File: src/rtl/bc_pkg.sv
// Shared constants, frame FSM state type and scan-code-to-key mapping for the
// Bulls-and-Cows keyboard front end.
package bc_pkg;

   localparam logic [3:0] KEY_ENTER = 4'd10;
   localparam logic [3:0] KEY_BKSP  = 4'd11;
   localparam logic [3:0] KEY_ESC   = 4'd12;

   localparam logic [7:0] SC_BREAK  = 8'hF0;
   localparam logic [7:0] SC_EXT    = 8'hE0;

   typedef enum logic [1:0] {
      ST_IDLE,
      ST_DATA,
      ST_PARITY,
      ST_STOP
   } frame_state_t;

   typedef struct packed {
      logic       hit;
      logic [3:0] code;
   } key_map_t;

   // Keypad digits share codes with extended navigation keys, so they only
   // count as digits when no E0 prefix preceded them.
   function automatic key_map_t mapScanCode(input logic i_ext, input logic [7:0] i_code);
      key_map_t m;
      m.hit  = 1'b1;
      m.code = 4'd0;
      case (i_code)
         8'h45: m.code = 4'd0;
         8'h16: m.code = 4'd1;
         8'h1E: m.code = 4'd2;
         8'h26: m.code = 4'd3;
         8'h25: m.code = 4'd4;
         8'h2E: m.code = 4'd5;
         8'h36: m.code = 4'd6;
         8'h3D: m.code = 4'd7;
         8'h3E: m.code = 4'd8;
         8'h46: m.code = 4'd9;
         8'h70: begin m.code = 4'd0; m.hit = ~i_ext; end
         8'h69: begin m.code = 4'd1; m.hit = ~i_ext; end
         8'h72: begin m.code = 4'd2; m.hit = ~i_ext; end
         8'h7A: begin m.code = 4'd3; m.hit = ~i_ext; end
         8'h6B: begin m.code = 4'd4; m.hit = ~i_ext; end
         8'h73: begin m.code = 4'd5; m.hit = ~i_ext; end
         8'h74: begin m.code = 4'd6; m.hit = ~i_ext; end
         8'h6C: begin m.code = 4'd7; m.hit = ~i_ext; end
         8'h75: begin m.code = 4'd8; m.hit = ~i_ext; end
         8'h7D: begin m.code = 4'd9; m.hit = ~i_ext; end
         8'h5A: m.code = KEY_ENTER;
         8'h66: m.code = KEY_BKSP;
         8'h76: m.code = KEY_ESC;
         default: m.hit = 1'b0;
      endcase
      return m;
   endfunction

endpackage

File: src/rtl/ps2_frame_rx.sv
// PS/2 frame receiver: input synchronizers, clock glitch filter, 11-bit frame
// FSM with odd-parity/stop validation and an inter-bit timeout.
module ps2_frame_rx
   import bc_pkg::*;
#(
   parameter int FILTER_LEN     = 8,
   parameter int TIMEOUT_CYCLES = 10000
) (
   input  logic       i_clk,
   input  logic       i_rstN,
   input  logic       i_ps2Clk,
   input  logic       i_ps2Data,
   output logic [7:0] o_byte,
   output logic       o_valid,
   output logic       o_parityErr,
   output logic       o_frameErr
);

   localparam int FW = $clog2(FILTER_LEN) + 1;
   localparam int TW = $clog2(TIMEOUT_CYCLES + 1);

   logic [1:0]    r_clkSync;
   logic [1:0]    r_dataSync;
   logic          r_filtClk;
   logic          r_filtPrev;
   logic [FW-1:0] r_filtCnt;

   frame_state_t  r_state;
   logic [7:0]    r_shift;
   logic [2:0]    r_bitCnt;
   logic          r_parity;
   logic [TW-1:0] r_toCnt;

   logic          w_strobe;
   logic          w_bit;
   logic          w_timeout;

   // Everything presets high so an idle bus never looks like a falling edge.
   always_ff @(posedge i_clk or negedge i_rstN) begin
      if (!i_rstN) begin
         r_clkSync  <= 2'b11;
         r_dataSync <= 2'b11;
         r_filtClk  <= 1'b1;
         r_filtPrev <= 1'b1;
         r_filtCnt  <= '0;
      end else begin
         r_clkSync  <= {r_clkSync[0], i_ps2Clk};
         r_dataSync <= {r_dataSync[0], i_ps2Data};
         r_filtPrev <= r_filtClk;
         if (r_clkSync[1] != r_filtClk) begin
            if (r_filtCnt == FW'(FILTER_LEN - 1)) begin
               r_filtClk <= r_clkSync[1];
               r_filtCnt <= '0;
            end else begin
               r_filtCnt <= r_filtCnt + 1'b1;
            end
         end else begin
            r_filtCnt <= '0;
         end
      end
   end

   assign w_strobe  = r_filtPrev & ~r_filtClk;
   assign w_bit     = r_dataSync[1];
   assign w_timeout = (r_state != ST_IDLE) && !w_strobe && (r_toCnt == TW'(TIMEOUT_CYCLES - 1));

   always_ff @(posedge i_clk or negedge i_rstN) begin
      if (!i_rstN) begin
         r_state     <= ST_IDLE;
         r_shift     <= '0;
         r_bitCnt    <= '0;
         r_parity    <= 1'b0;
         r_toCnt     <= '0;
         o_byte      <= '0;
         o_valid     <= 1'b0;
         o_parityErr <= 1'b0;
         o_frameErr  <= 1'b0;
      end else begin
         o_valid     <= 1'b0;
         o_parityErr <= 1'b0;
         o_frameErr  <= 1'b0;

         if (r_state == ST_IDLE || w_strobe || w_timeout) begin
            r_toCnt <= '0;
         end else begin
            r_toCnt <= r_toCnt + 1'b1;
         end

         if (w_timeout) begin
            o_frameErr <= 1'b1;
            r_state    <= ST_IDLE;
            r_bitCnt   <= '0;
         end else if (w_strobe) begin
            case (r_state)
               ST_IDLE: begin
                  if (!w_bit) begin
                     r_state  <= ST_DATA;
                     r_bitCnt <= '0;
                     r_shift  <= '0;
                  end
               end
               ST_DATA: begin
                  r_shift <= {w_bit, r_shift[7:1]};
                  if (r_bitCnt == 3'd7) begin
                     r_state <= ST_PARITY;
                  end else begin
                     r_bitCnt <= r_bitCnt + 1'b1;
                  end
               end
               ST_PARITY: begin
                  r_parity <= w_bit;
                  r_state  <= ST_STOP;
               end
               ST_STOP: begin
                  if (w_bit && ((^r_shift) ^ r_parity)) begin
                     o_byte  <= r_shift;
                     o_valid <= 1'b1;
                  end else begin
                     o_parityErr <= 1'b1;
                  end
                  r_state  <= ST_IDLE;
                  r_bitCnt <= '0;
               end
               default: r_state <= ST_IDLE;
            endcase
         end
      end
   end

endmodule

File: src/rtl/ps2_key_decoder.sv
// PS/2 keyboard front end for the Bulls-and-Cows game: turns validated scan
// bytes into one-cycle key events, handling E0/F0 prefixes and typematic repeat.
module ps2_key_decoder
   import bc_pkg::*;
#(
   parameter int FILTER_LEN     = 8,
   parameter int TIMEOUT_CYCLES = 10000
) (
   input  logic       iCLK_50,
   input  logic       reset,
   input  logic       PS2_CLK,
   input  logic       PS2_DATA,
   output logic       oSCAN_VALID,
   output logic [7:0] oSCAN_CODE,
   output logic       oKEY_VALID,
   output logic [3:0] oKEY_CODE,
   output logic       oPARITY_ERR,
   output logic       oFRAME_ERR
);

   logic [7:0] w_rxByte;
   logic       w_rxValid;
   logic       w_rxParityErr;
   logic       w_rxFrameErr;
   key_map_t   w_map;
   logic [8:0] w_fullCode;

   logic       r_breakPending;
   logic       r_extPending;
   logic       r_heldValid;
   logic [8:0] r_heldCode;
   logic       r_keyValid;
   logic [3:0] r_keyCode;

   ps2_frame_rx #(
      .FILTER_LEN     (FILTER_LEN),
      .TIMEOUT_CYCLES (TIMEOUT_CYCLES)
   ) u_frameRx (
      .i_clk       (iCLK_50),
      .i_rstN      (reset),
      .i_ps2Clk    (PS2_CLK),
      .i_ps2Data   (PS2_DATA),
      .o_byte      (w_rxByte),
      .o_valid     (w_rxValid),
      .o_parityErr (w_rxParityErr),
      .o_frameErr  (w_rxFrameErr)
   );

   assign w_map      = mapScanCode(r_extPending, w_rxByte);
   assign w_fullCode = {r_extPending, w_rxByte};

   // Held key is tracked as {ext, byte} so E0-prefixed and plain keys that
   // share a byte never suppress or release each other.
   always_ff @(posedge iCLK_50 or negedge reset) begin
      if (!reset) begin
         r_breakPending <= 1'b0;
         r_extPending   <= 1'b0;
         r_heldValid    <= 1'b0;
         r_heldCode     <= '0;
         r_keyValid     <= 1'b0;
         r_keyCode      <= '0;
      end else begin
         r_keyValid <= 1'b0;
         if (w_rxParityErr || w_rxFrameErr) begin
            r_breakPending <= 1'b0;
            r_extPending   <= 1'b0;
         end else if (w_rxValid) begin
            if (w_rxByte == SC_EXT) begin
               r_extPending <= 1'b1;
            end else if (w_rxByte == SC_BREAK) begin
               r_breakPending <= 1'b1;
            end else begin
               r_breakPending <= 1'b0;
               r_extPending   <= 1'b0;
               if (r_breakPending) begin
                  if (w_fullCode == r_heldCode) begin
                     r_heldValid <= 1'b0;
                  end
               end else if (w_map.hit && !(r_heldValid && (w_fullCode == r_heldCode))) begin
                  r_keyValid  <= 1'b1;
                  r_keyCode   <= w_map.code;
                  r_heldCode  <= w_fullCode;
                  r_heldValid <= 1'b1;
               end
            end
         end
      end
   end

   assign oSCAN_VALID = w_rxValid;
   assign oSCAN_CODE  = w_rxByte;
   assign oKEY_VALID  = r_keyValid;
   assign oKEY_CODE   = r_keyCode;
   assign oPARITY_ERR = w_rxParityErr;
   assign oFRAME_ERR  = w_rxFrameErr;

endmodule

File: config.mk
export PLATFORM = sky130hd
export DESIGN_NAME = ps2_key_decoder
export DESIGN_NICKNAME = d
export VERILOG_FILES = /design/src/rtl/bc_pkg.sv /design/src/rtl/ps2_frame_rx.sv /design/src/rtl/ps2_key_decoder.sv
export SDC_FILE = /design/constraint.sdc
export NUM_CORES = 1
export LEC_CHECK = 0
export ABC_AREA = 1
export CAP_MARGIN = 0
export CORE_MARGIN = 3
export CORE_UTILIZATION = 35
export DETAILED_ROUTE_END_ITERATION = 10
export SLEW_MARGIN = 20
export SYNTH_ARGS = -nofsm -noshare
export SYNTH_HDL_FRONTEND = slang
export SYNTH_SLANG_ARGS = --single-unit
export TNS_END_PERCENT = 10
File: constraint.sdc
create_clock -name iCLK_50 -period 3.22 [get_ports iCLK_50]
set_clock_uncertainty 0.05 [all_clocks]
set_input_delay 0.644 -clock iCLK_50 [delete_from_list [all_inputs] [get_ports iCLK_50]]
set_output_delay 0.644 -clock iCLK_50 [all_outputs]
set_load 0.02 [all_outputs]
==> impl_metrics.yaml <==
setup_path:
  endpoint_kind: "primary output"
  critPathBufInv: 1
  ff2ff_path_depth: 9
  worstPathMaxFanout: 10
  crit_family: "buffers and inverters"
  critPathKind: "flip-flop to primary output"
  worst_setup_path_start_kind: "flip-flop"
  worstPathCellList: "clkdlybuf4s50_1"
  critical-path-max-stage-delay_ps: 710
  cp.arrival_ps: 1680
  crit_slowest_cell: "clkdlybuf4s50_1"
  crit_required_ps: 2530
  cp.depth: 1
grt:
  grt_max_degree: 67
  antenna_found_initial: 0
  grt_usage_pct: 14.68
  grt_pass1_vias: 3015
  overflow: 0
  grt_pass1_wl_microns: 14030
place:
  placed_area_sq_um: 4084
  place.gp.congestion: 0.8847
  portBuffers: 19
  dpl.hpwl_microns: 6105
drt:
  vias_per_cell: 4.803
  drt-total-wl_microns: 8209
  dr.pass1.iters: 4
  drc: 0
  ant_nets: 0
  wl_met3_microns: 307
  met2_length_microns: 3928
  num_vias: 3146
  highest_layer: "met4"
  met1Wirelength_microns: 3910
  drt_iter0_drc: 174
  wl_per_cell_microns: 12.53
synth:
  yosys.area.top_type: "dfrtp_1"
  async_flop_share_pct: 100.0
  syn_nets: 506
  synth_area_leaders: "dfrtp_1 (40%), nand2_1 (12%), nand3_1 (5.7%), nor2_1 (5.5%), inv_1 (5.0%)"
  yosysWarnings: 0
  synthCells: 494
  ys_seq_elements: 66
  synthDistinctLibCells: 34
  synth-seq-area-share_pct: 43.66
  synth-edff-count: 0
  avgSynthCellArea_sq_um: 7.692
  yosysTopAreaCellShare_pct: 39.51
  synth_ff_type: "dfrtp_1"
  synth_area_sq_um: 3800
timing:
  final-setup-viol-count: 0
  max_freq_mhz: 420.3
  hold_viol: 0
  post-route-period-util_pct: 73.88
  setup_tns_ps: 0
  drv_slew: 0
  min_period_ps: 2379
  rsz0062_at_grt: "no"
  worstMarginPinSlew_ps: 809.4
  slew_headroom_pct: 46.04
floorplanning:
  fp.dieArea_sq_um: 12140
  core_area_sq_um: 10460
  start_util_pct: 36.32
  num_io_pins: 20
  die_w_microns: 110.2
  die_y_microns: 110.2
  placementRows: 37
cells_and_area:
  final_nets: 526
  area.growth.synth_to_final_pct: 13.47
  n_antenna_cell: 0
  drive_gt1_share_pct: 13.49
  stdcell_area_sq_um: 4312
hold_path:
  whs_path_depth: 0
  hold_class: "flip-flop to flip-flop"
clock_network:
  root_buffer: "clkbuf_8"
  cts.sinks: 66
  cts-resized-gates: 0
  cts_buffers: 9
  cts.path.max_buffers: 2
  postCtsSetupBuffers: 0
  postCtsHoldBufs: 0
  clock_latency_ps: 340
  cts_tree: "done"
  clkTransAtPathRegs_ps: 80
  htree_levels: 3
power:
  total_leakage_power_nw: 2.120
  peakVddDrop_mv: 0.2444
  power_mw: 2.141
  power_density_nw_per_um2: 496.6
job:
  drv_cap: 0
status:
  outcome: "completed"
-- Yosys cell counts (3+ instances only) --
cell type and number:
a21oi_1 9, buf_4 5, clkbuf_1 3, dfrtp_1 60, dfstp_2 6, ha_1 8
inv_1 51, inv_2 5, nand2_1 124, nand2_2 23, nand2_4 3, nand3_1 43
nand4_1 14, nor2_1 56, nor2_2 7, nor2_4 4, nor3_1 10, nor4_1 3
o21ai_0 27, o31ai_1 3, xnor2_1 6, xor2_1 9
-- final cells by class --
cell class              instances  area (sq um)
clock buffers                  10         137.6
clock inverters                 6         90.09
fillers                      1091          6151
inverters                      56         210.2
multi-input cells             361          1852
flip-flops and latches         66          1659
well taps                     136         170.2
repair buffers                 20         192.7
-- final timing paths --
kind	from	endpoint	slack (ps)
hold reg to reg	u_frameRx.r_dataSync[0]$_DFF_PN1_	u_frameRx.r_dataSync[1]$_DFF_PN1_	310
hold / removal	u_frameRx.r_dataSync[0]$_DFF_PN1_	u_frameRx.r_dataSync[1]$_DFF_PN1_	310
min in group asynchronous	reset	u_frameRx.r_state[0]$_DFFE_PN0P_	420
setup reg to reg	u_frameRx.o_byte[1]$_DFFE_PN0P_	r_heldCode[1]$_DFFE_PN0P_	1120
setup / recovery	u_frameRx.o_byte[1]$_DFFE_PN0P_	oSCAN_CODE[1]	840
max in group asynchronous	reset	u_frameRx.o_byte[5]$_DFFE_PN0P_	2170
-- cells by family after synthesis --
family / after synthesis / share of synthesized area [%]
flip-flops: 66 / 43.66
adder cells (fa/ha/maj): 8 / 2.634
AND/OR/NAND/NOR: 293 / 35.79
multiplexers: 1 / 0.2963
AO/OA/AOI/OAI: 44 / 6.553
XOR/XNOR: 15 / 3.457
buffers and inverters: 67 / 7.606
-- flip-flops by register name (all words and copies together), names as in the netlist, 2 cells and up --
name	count
oKEY_CODE	4
r_heldCode	9
u_frameRx.o_byte	8
u_frameRx.r_bitCnt	3
u_frameRx.r_clkSync	2
u_frameRx.r_dataSync	2
u_frameRx.r_filtCnt	4
u_frameRx.r_shift	8
u_frameRx.r_state	2
u_frameRx.r_toCnt	14
-- power breakdown --
group / total, mW / internal (mW) / switching, mW
combinational: 0.388 / 0.124 / 0.264
sequential: 0.960 / 0.903 / 0.0576
clock: 0.793 / 0.458 / 0.334
-- placed cells by master (no fill, tap or decap), types with 6 or more instances in the layout --
cell type,synthesis,layout
nand2_1,124,124
dfrtp_1,60,60
nor2_1,56,56
inv_1,51,51
nand3_1,43,43
o21ai_0,27,27
nand2_2,23,23
clkdlybuf4s50_1,0,18
nand4_1,14,14
nor3_1,10,10
clkbuf_8,0,10
a21oi_1,9,9
xor2_1,9,9
ha_1,8,8
nor2_2,7,7
xnor2_1,6,6
dfstp_2,6,6
-- through the flow --
stage | hold WS (ps) | std cells | util (%) | worst slack [ps]
floorplan | 295.2 | 494 | - | 1441
global placement | 296.0 | 639 | 39.03 | 1196
detailed placement | 297.9 | 639 | 39.03 | 1146
CTS | 309.7 | 655 | 41.21 | 823.4
global route | 316.6 | 655 | 41.21 | 766.5
finish | 308.0 | 655 | 41.21 | 841.0
-- layer usage --
layer / GRT usage [%] / vias up
met2: 24.39 / 51
met1: 19.40 / 1464
met5: 0 / -
met4: 3.694 / 0
li1: - / 1625
met3: 3.320 / 6
(Power assumes the default switching activity.)
